File: src/rtl/dac_mixer_ctrl_pkg.sv
// Shared definitions for the DAC mixer controller.
// Holds channel and DAC code widths, the gain width helper and the
// power-state encoding used by the top-level FSM.
package dac_mixer_ctrl_pkg;

  localparam int unsigned CH_W         = 4;
  // DAC input width (MSBI + 1); 2 * 15 = 30 fits without overflow.
  localparam int unsigned DAC_W        = 5;
  localparam int unsigned GAIN_MAX_DEF = 16;

  // Gain runs 0..gain_max inclusive, so it needs one bit above log2.
  function automatic int unsigned gain_width(input int unsigned gain_max);
    return $clog2(gain_max) + 1;
  endfunction

  localparam int unsigned GAIN_W = gain_width(GAIN_MAX_DEF);

  typedef enum logic [1:0] {
    StOff    = 2'd0,
    StRampUp = 2'd1,
    StOn     = 2'd2,
    StRampDn = 2'd3
  } state_e;

endpackage

File: src/rtl/dac_mixer_ctrl_gain_ramp.sv
// Ramp divider plus up/down saturating gain counter.
// Ports:
//   Clk, Reset_n  - system clock, asynchronous active-low reset
//   up_i, dn_i    - ramp direction requests (mutually exclusive)
//   clr_i         - clear the divider (state transition in the parent)
//   gain_next_o   - next-state gain, i.e. the value the register takes at
//                   the coming edge; lets the parent update outputs and
//                   state in the same clock as the step.
module dac_mixer_ctrl_gain_ramp
  import dac_mixer_ctrl_pkg::*;
#(
  parameter int unsigned RAMP_DIV = 256,
  parameter int unsigned GAIN_MAX = 16,
  localparam int unsigned GW      = gain_width(GAIN_MAX)
) (
  input  logic          Clk,
  input  logic          Reset_n,
  input  logic          up_i,
  input  logic          dn_i,
  input  logic          clr_i,
  output logic [GW-1:0] gain_next_o
);

  localparam int unsigned    DivW    = (RAMP_DIV > 1) ? $clog2(RAMP_DIV) : 1;
  localparam logic [DivW-1:0] DivLast = DivW'(RAMP_DIV - 1);
  localparam logic [GW-1:0]   GainMax = GW'(GAIN_MAX);

  logic [DivW-1:0] div_q, div_d;
  logic [GW-1:0]   gain_q, gain_d;
  logic            step;

  // Step and gain kept apart from the divider update so the parent's
  // transition-driven clear never feeds back into the gain path.
  always_comb begin
    step   = (up_i || dn_i) && (div_q == DivLast);
    gain_d = gain_q;
    if (step && up_i && (gain_q < GainMax)) begin
      gain_d = gain_q + 1'b1;
    end else if (step && dn_i && (gain_q != '0)) begin
      gain_d = gain_q - 1'b1;
    end
  end

  // Divider idles at zero when not ramping, so every ramp entry starts a
  // full RAMP_DIV interval.
  always_comb begin
    div_d = div_q + 1'b1;
    if (clr_i || !(up_i || dn_i) || (div_q == DivLast)) begin
      div_d = '0;
    end
  end

  always_ff @(posedge Clk or negedge Reset_n) begin
    if (!Reset_n) begin
      div_q  <= '0;
      gain_q <= '0;
    end else begin
      div_q  <= div_d;
      gain_q <= gain_d;
    end
  end

  assign gain_next_o = gain_d;

endmodule

File: src/rtl/dac_mixer_ctrl.sv
// Two-channel volume mixer with a soft on/off gain ramp feeding a
// delta-sigma DAC.
// Ports:
//   Clk, Reset_n       - system clock, asynchronous active-low reset
//   SampleStb          - sample tick; channel volumes/enables captured on it
//   Ch0In, Ch1In       - channel volumes 0..15
//   Ch0En, Ch1En       - channel enables
//   Enable             - audio on/off request (level)
//   DacIn              - registered DAC code, (mix * gain) >> log2(GAIN_MAX)
//   DacRst             - DAC reset, high while silent (OFF)
//   Active             - high in any state but OFF
//   Settled            - high in ON or OFF
module dac_mixer_ctrl
  import dac_mixer_ctrl_pkg::*;
#(
  parameter int unsigned RAMP_DIV = 256,
  parameter int unsigned GAIN_MAX = 16
) (
  input  logic             Clk,
  input  logic             Reset_n,
  input  logic             SampleStb,
  input  logic [CH_W-1:0]  Ch0In,
  input  logic [CH_W-1:0]  Ch1In,
  input  logic             Ch0En,
  input  logic             Ch1En,
  input  logic             Enable,
  output logic [DAC_W-1:0] DacIn,
  output logic             DacRst,
  output logic             Active,
  output logic             Settled
);

  localparam int unsigned   GW      = gain_width(GAIN_MAX);
  localparam int unsigned   Shift   = $clog2(GAIN_MAX);
  localparam int unsigned   ProdW   = DAC_W + GW;
  localparam logic [GW-1:0] GainMax = GW'(GAIN_MAX);

  state_e              state_q, state_d;
  logic [DAC_W-1:0]    mix_q, mix_d;
  logic [DAC_W-1:0]    dac_q, dac_d;
  logic [GW-1:0]       gain_next;
  logic [ProdW-1:0]    prod;
  logic                ramp_up, ramp_dn, div_clr;

  // A direction reversal suppresses the step so gain is kept as-is.
  assign ramp_up = (state_q == StRampUp) && Enable;
  assign ramp_dn = (state_q == StRampDn) && !Enable;
  assign div_clr = (state_d != state_q);

  dac_mixer_ctrl_gain_ramp #(
    .RAMP_DIV (RAMP_DIV),
    .GAIN_MAX (GAIN_MAX)
  ) u_gain_ramp (
    .Clk         (Clk),
    .Reset_n     (Reset_n),
    .up_i        (ramp_up),
    .dn_i        (ramp_dn),
    .clr_i       (div_clr),
    .gain_next_o (gain_next)
  );

  always_comb begin
    state_d = state_q;
    unique case (state_q)
      StOff: begin
        if (Enable) state_d = StRampUp;
      end
      StRampUp: begin
        if (!Enable) begin
          state_d = StRampDn;
        end else if (gain_next == GainMax) begin
          state_d = StOn;
        end
      end
      StOn: begin
        if (!Enable) state_d = StRampDn;
      end
      StRampDn: begin
        if (Enable) begin
          state_d = StRampUp;
        end else if (gain_next == '0) begin
          state_d = StOff;
        end
      end
      default: state_d = StOff;
    endcase
  end

  always_comb begin
    mix_d = mix_q;
    if (SampleStb) begin
      mix_d = (Ch0En ? {1'b0, Ch0In} : '0) + (Ch1En ? {1'b0, Ch1In} : '0);
    end
  end

  // Built from next-state mix and gain so a coincident strobe and gain
  // step land in one update; the code otherwise holds naturally.
  assign prod  = ProdW'(mix_d) * ProdW'(gain_next);
  assign dac_d = DAC_W'(prod >> Shift);

  always_ff @(posedge Clk or negedge Reset_n) begin
    if (!Reset_n) begin
      state_q <= StOff;
      mix_q   <= '0;
      dac_q   <= '0;
    end else begin
      state_q <= state_d;
      mix_q   <= mix_d;
      dac_q   <= dac_d;
    end
  end

  assign DacIn   = dac_q;
  assign DacRst  = (state_q == StOff);
  assign Active  = (state_q != StOff);
  assign Settled = (state_q == StOn) || (state_q == StOff);

endmodule

File: config.mk
export PLATFORM = sky130hd
export DESIGN_NAME = dac_mixer_ctrl
export DESIGN_NICKNAME = d
export VERILOG_FILES = /design/src/rtl/dac_mixer_ctrl_pkg.sv /design/src/rtl/dac_mixer_ctrl_gain_ramp.sv /design/src/rtl/dac_mixer_ctrl.sv
export SDC_FILE = /design/constraint.sdc
export NUM_CORES = 1
export LEC_CHECK = 0
export ABC_AREA = 0
export CAP_MARGIN = 20
export CORE_MARGIN = 8
export CORE_UTILIZATION = 50
export DETAILED_ROUTE_END_ITERATION = 10
export HOLD_SLACK_MARGIN = 0.08
export PLACE_DENSITY = 0.82
export SYNTH_ARGS = -nofsm -noshare
export SYNTH_HDL_FRONTEND = slang
export SYNTH_SLANG_ARGS = --single-unit
File: constraint.sdc
create_clock -name Clk -period 4.5 [get_ports Clk]
set_clock_uncertainty 0.1 [all_clocks]
set_input_delay 0.9 -clock Clk [delete_from_list [all_inputs] [get_ports Clk]]
set_output_delay 0.9 -clock Clk [all_outputs]
set_load 0.005 [all_outputs]
After elaboration in Yosys (flattened, before gate mapping)

Cells that the tools add are included.

Logic and storage cells: 47
Bits in latches: 0
Memories kept: 0
Flip-flop bits (word level): 25
Input port bits: 14
Memory bits (read-only): 0
Output and inout port bits: 8
Bits in writable memories: 0

Shift-type cells: 0
Add/subtract/negate cells: 4
Multiply operators: 1
$lt $le $gt $ge: 1
Multiplexer cells: 13
Bitwise logic cells: 0
Divide/modulo/power cells: 0
Reduce and logical (&&, ||, !) cells: 17
Equal/unequal tests: 6

Operator list:

| operator                                            | number |
|---|---|
| 2-to-1 mux 5 bit                                    | 3 |
| 2-to-1 mux 2 bit                                    | 6 |
| multiplier 5 x 5 -> 9 bit                           | 1 |
| adder 8 x 1 -> 8 bit, second input constant         | 1 |
| equality test 8 bit, second input constant          | 1 |
| 2-to-1 mux 4 bit                                    | 2 |
| 2-to-1 mux 8 bit                                    | 1 |
| one-hot mux 2 bit (4 select lines)                  | 1 |
| logical AND 1 bit                                   | 7 |
| adder 4 x 4 -> 5 bit                                | 1 |
| adder 5 x 1 -> 5 bit, second input constant         | 1 |
| equality test 5 bit, second input constant          | 1 |
| logical NOT 5 bit                                   | 1 |
| less-than comparator 5 bit, second input constant   | 1 |
| nonzero test 5 bit                                  | 1 |
| subtractor 5 x 1 -> 5 bit, second input constant    | 1 |
| equality test 2 bit, second input constant          | 2 |
| logical OR 1 bit                                    | 4 |
| equality test 2 x 1 -> 1 bit, second input constant | 1 |
| logical NOT 1 bit                                   | 2 |
| logical NOT 2 bit                                   | 1 |
| inequality test 2 bit                               | 1 |
| nonzero test 2 bit                                  | 1 |

Logic depth before layout (Yosys ltp)

Depth in word-level cells: 16
Depth in mapped cells: 19
Gate-level depth less buffers: 18

Cells and area by module

A second synthesis with hierarchy kept.

Cell total of the unflattened synthesis: 213
Area total of the unflattened synthesis: 2,062.0 um2

By module, submodules not included:

| module                   | instances | area each (um2) | sequential area each (um2) | cells an instance |
|---|---|---|---|---|
| dac_mixer_ctrl           | 1         | 1,317.5         | 300.3                      | 137 |
| dac_mixer_ctrl_gain_ramp | 1         | 744.5           | 325.3                      | 76 |

Worst setup path after synthesis

OpenSTA, ideal clock, no wires.

Kind: input-to-reg
From: input Ch0In[0]
To: register dac_q[4] (netlist: DacIn[4])
Setup time: 0.096 ns
Data required time: 4.304 ns
Stages on the path: 17
Setup slack: -0.453 ns
Buffers on the path: 0
Arrival time: 4.757 ns
Path through: and2_1 > ha_1 > fa_1 > xnor2_1 > nand2_1 > o21ai_0 > inv_1 > nand2_1 > fa_1 > fa_1 > fa_1 > inv_1 > ha_1 > nor3_1 > o21ai_4 > a41o_2 > nor4_2

Word-level cells in the longest chain between the ends: 4

Ends and longest elaborated chain:

| what                      | RTL line              | RTL |
|---|---|---|
| from (decl)               | dac_mixer_ctrl.sv:22  | `input logic [CH_W-1:0] Ch0In,` |
| 2-to-1 mux 4 bit          | dac_mixer_ctrl.sv:92  | `mix_d = (Ch0En ? {1'b0, Ch0In} : '0) + (Ch1En ? {1'b0, Ch1In} : '0);` |
| adder 4 x 4 -> 5 bit      | dac_mixer_ctrl.sv:92  |  |
| 2-to-1 mux 5 bit          | dac_mixer_ctrl.sv:91  | `if (SampleStb) begin` |
| net mix_d[2]              | dac_mixer_ctrl.sv:39  | `logic [DAC_W-1:0] mix_q, mix_d;` |
| multiplier 5 x 5 -> 9 bit | dac_mixer_ctrl.sv:98  | `assign prod = ProdW'(mix_d) * ProdW'(gain_next);` |
| net prod[8]               | dac_mixer_ctrl.sv:42  | `logic [ProdW-1:0] prod;` |
| to (signal assigned)      | dac_mixer_ctrl.sv:105 | `dac_q <= '0;` |
| to (signal assigned)      | dac_mixer_ctrl.sv:109 | `dac_q <= dac_d;` |
| to (decl)                 | dac_mixer_ctrl.sv:40  | `logic [DAC_W-1:0] dac_q, dac_d;` |

The timed path passes the listed nets, and every way through them passes these cells.

Worst setup path after layout

From: input Ch0En
To: register dac_q[2] (netlist: DacIn[2])

Word-level cells in the longest chain between the ends: 4

Ends and longest elaborated chain:

| what                      | RTL line             | RTL |
|---|---|---|
| from (decl)               | dac_mixer_ctrl.sv:24 | `input logic Ch0En,` |
| 2-to-1 mux 4 bit          | dac_mixer_ctrl.sv:92 |  |
| adder 4 x 4 -> 5 bit      | dac_mixer_ctrl.sv:92 |  |
| 2-to-1 mux 5 bit          | dac_mixer_ctrl.sv:91 |  |
| multiplier 5 x 5 -> 9 bit | dac_mixer_ctrl.sv:98 |  |
| net prod[6]               | dac_mixer_ctrl.sv:42 |  |

The timed path passes the listed nets, and every way through them passes these cells.

==> summary.txt <==
Run
  – Total of max-cap violations: 0

STA
  – Fmax: 0.2161 GHz
  – RSZ-0062 raised after global routing: true
  – Measured slew at the worst slew-check pin: 0.6721 ns
  – Pins Over Slew Limit: 0
  – Final hold violation count: 0
  – Min setup slack post-route: -0.1266 ns
  – Worst slew margin: 55.03%
  – Tmin final: 4.627 ns
  – Fin crit share: 102.8%
  – Final setup violation count: 5

Synth
  – Synthesized cell area: 0.002217 sq mm
  – Top cells by area, synth: dfrtp_1, ha_1, fa_1
  – Seq/Total Area, Yosys: 28.22%
  – Post-synth ARST share: 100.0%
  – Leading area contributor after synthesis: dfrtp_1
  – FF+latch count, synth: 25
  – Post-synth top flop: dfrtp_1
  – Post-Synthesis Cells: 249
  – Synth Net Count: 293
  – Ys Warns: 0
  – Post-synthesis cell type count: 53
  – Post-Syn Area per Cell: 8.904 sq um
  – Yosys top cell area share: 28.22%
  – EDFF count, synth: 0

Cells and area
  – Commonest non-fill, non-tap cell in the layout: buf_4
  – P&R area growth vs syn: 45.09%
  – Commonest cells after routing, fill and taps aside: buf_4, dfrtp_1, inv_1, nor2_1, ha_1
  – Non-filler cells, final: 376
  – Layout cells sized above 1: 40.12%
  – Post-route design area: 0.003217 sq mm
  – Final net count: 369
  – Final core occ: 74.39%
  – # diodes: 0

Critical path
  – CP Cell Sequence: buf_8 -> and2_4 -> ha_4 -> fa_2 -> mux2i_4 -> buf_6 -> nor2_4 -> ha_4 -> ha_4 -> inv_2 -> fa_1 -> inv_1 -> ha_1 -> nand2_1 -> or4_4 -> o21ai_4 -> buf_4 -> nand2_2 -> xnor2_1
  – Critical Path RT: 4.57 ns
  – Slowest CP cell: or4_4
  – Critical Path End Type: register
  – CP Launch Type: primary input
  – CP max FO: 4
  – Worst path max stage delay: 0.57 ns
  – Crit path kind: in2reg
  – Arrival time worst endpoint: 4.69 ns
  – Crit path top cell by count: ha_4

Floorplanning
  – Die Y: 82.59 um
  – Initial core utilization: 51.27%
  – Die footprint: 0.006821 sq mm
  – Row cnt: 24
  – Core area: 0.004324 sq mm
  – Boundary Pins: 22
  – Die width: 82.59 um

Clock network
  – Maximum root-to-sink buffer count: 2
  – Root Buffer Master: clkbuf_8
  – Clock latency on the worst-skew pair: 0.27 ns
  – Clk slew on worst S/H paths: 0.09 ns
  – CTS tree: built
  – TritonCTS Sinks: 25
  – Hold buffer count at cts: 0
  – CTS Buf Count: 3
  – Max H-tree Level: 1

Detailed routing
  – Drt pass-1 iters: 4
  – Post-route DRC violation count: 0
  – Final WL: 6504 um
  – DRT antenna net count: 0
  – DR iter-0 viols: 194
  – Routed via count: 2,187
  – Routed len/inst: 17.30 um
  – DR vias/cell: 5.816

Placed design
  – I/O Buffers: 21
  – Routability cong.: 0.8422
  – Setup Slack @ Placement: -0.6965 ns
  – DPL Wire Length: 4445 um
  – DP Cell Count: 353
  – Placed Area: 0.002828 sq mm

GRT
  – Grt ovf: 0
  – Gr usage total: 18.55%
  – Global-route wire length before repair: 9984 um
  – Initial antenna violation count: 0
  – Pin count of the biggest net entering global routing: 16
  – Vias in the first global route: 2,226

Power
  – Leak: 1.528 nW
  – VDD IR max: 358.7 uV
  – Overall power: 1.259 mW
  – Power density cells: 391.5 mW/mm^2

Run status
  – Failing checks: negative setup slack
  – Outcome: finished with violations

Worst hold path
  – Min-Delay Path Class: reg2reg
[metal layers]
layer	global-route usage, %	vias to the layer above	share of wire [%]
met5	0	-	0
met4	7.759	0	3.0
met3	1.948	14	3.8
met2	33.05	73	53
met1	22.16	1084	40
li1	-	1016	-
[cells in the mapped netlist, types with 2 or more instances]
master    count
inv_1        28
dfrtp_1      25
nor2_1       25
ha_1         22
nand2_1      16
nand3_1      14
o21ai_0      11
and2_1       10
xnor2_1      10
nand4_1       9
fa_1          8
a21oi_1       6
nor3_1        6
xor2_1        5
a21o_1        4
a211oi_2      3
and3_1        3
mux2i_1       3
nor4_1        3
a21o_2        2
buf_2         2
clkbuf_1      2
or2_2         2
[timing repair]
action | CTS | global route
setup buffers | 8 | 11
resized for setup | 43 | 36
endpoints found under the setup margin | 5 | 5
pin swaps | 27 | 29
cloned | 0 | 0
[critical path, delay by kind of cell]
| family | cells | cell delay, ns |
|---|---|---|
| xor gates and xnor gates | 1 | 0.13 |
| muxes | 1 | 0.08 |
| and+or+nand+nor | 5 | 0.94 |
| AOI/OAI and AO/OA | 1 | 0.22 |
| buffers and inverters | 5 | 0.47 |
| adders and majority gates | 6 | 1.95 |
[cells by family (layout without fill, tap and decap cells)]
group	after synthesis	count (layout)	synth area share, %
AND/OR/NAND/NOR	102	102	25.23
AO/OA/AOI/OAI	39	39	13.09
buffers and inverters	35	110	6.546
adder cells (fa/ha/maj)	30	30	19.64
flip-flops	25	25	28.22
XOR/XNOR	15	15	5.925
multiplexers	3	3	1.354
[worst paths after layout]
check	startpoint	endpoint	slack [ns]	cells after the start
setup / recovery	Ch0En	DacIn[2]$_DFF_PN0_	-0.13	19
hold / removal	mix_q[2]$_DFF_PN0_	mix_q[2]$_DFF_PN0_	0.42	2
setup reg to reg	u_gain_ramp.gain_q[0]$_DFF_PN0_	DacIn[2]$_DFF_PN0_	-0.06	20
hold reg to reg	mix_q[2]$_DFF_PN0_	mix_q[2]$_DFF_PN0_	0.42	2
max in group asynchronous	Reset_n	mix_q[2]$_DFF_PN0_	2.90	2
min in group asynchronous	Reset_n	u_gain_ramp.div_q[7]$_DFF_PN0_	0.88	1
[metrics by stage]
step	TNS [ns]	hold WS [ns]
2_1_floorplan	-0.04023	0.3873
3_3_place_gp	-2.460	0.3784
3_5_place_dp	-3.205	0.3929
4_1_cts	-0.3367	0.4141
5_1_grt	-0.9519	0.4482
6_report	-0.5277	0.4190
[where the power goes]
part / internal (mW) / total [mW] / switching (mW)
clock network: 0.0620 / 0.137 / 0.0746
logic: 0.429 / 0.806 / 0.377
registers: 0.275 / 0.316 / 0.0411
total: 0.767 / 1.26 / 0.493
[cell type report]
class / count / area [sq um]
fill: 295 / 1107
clock buffer: 3 / 41.29
clock inverter: 1 / 5.005
sequential: 25 / 626.9
multi-input combinational: 189 / 1705
inverter: 28 / 107.6
timing repair buffer: 78 / 665.6
tap: 52 / 65.06
[flip-flops by register name (all words and copies together), names as in the netlist]
name	cells
state_q	2
u_gain_ramp.div_q	8
DacIn	5
mix_q	5
u_gain_ramp.gain_q	5
No activity file was read; power rests on OpenSTA's default activity.
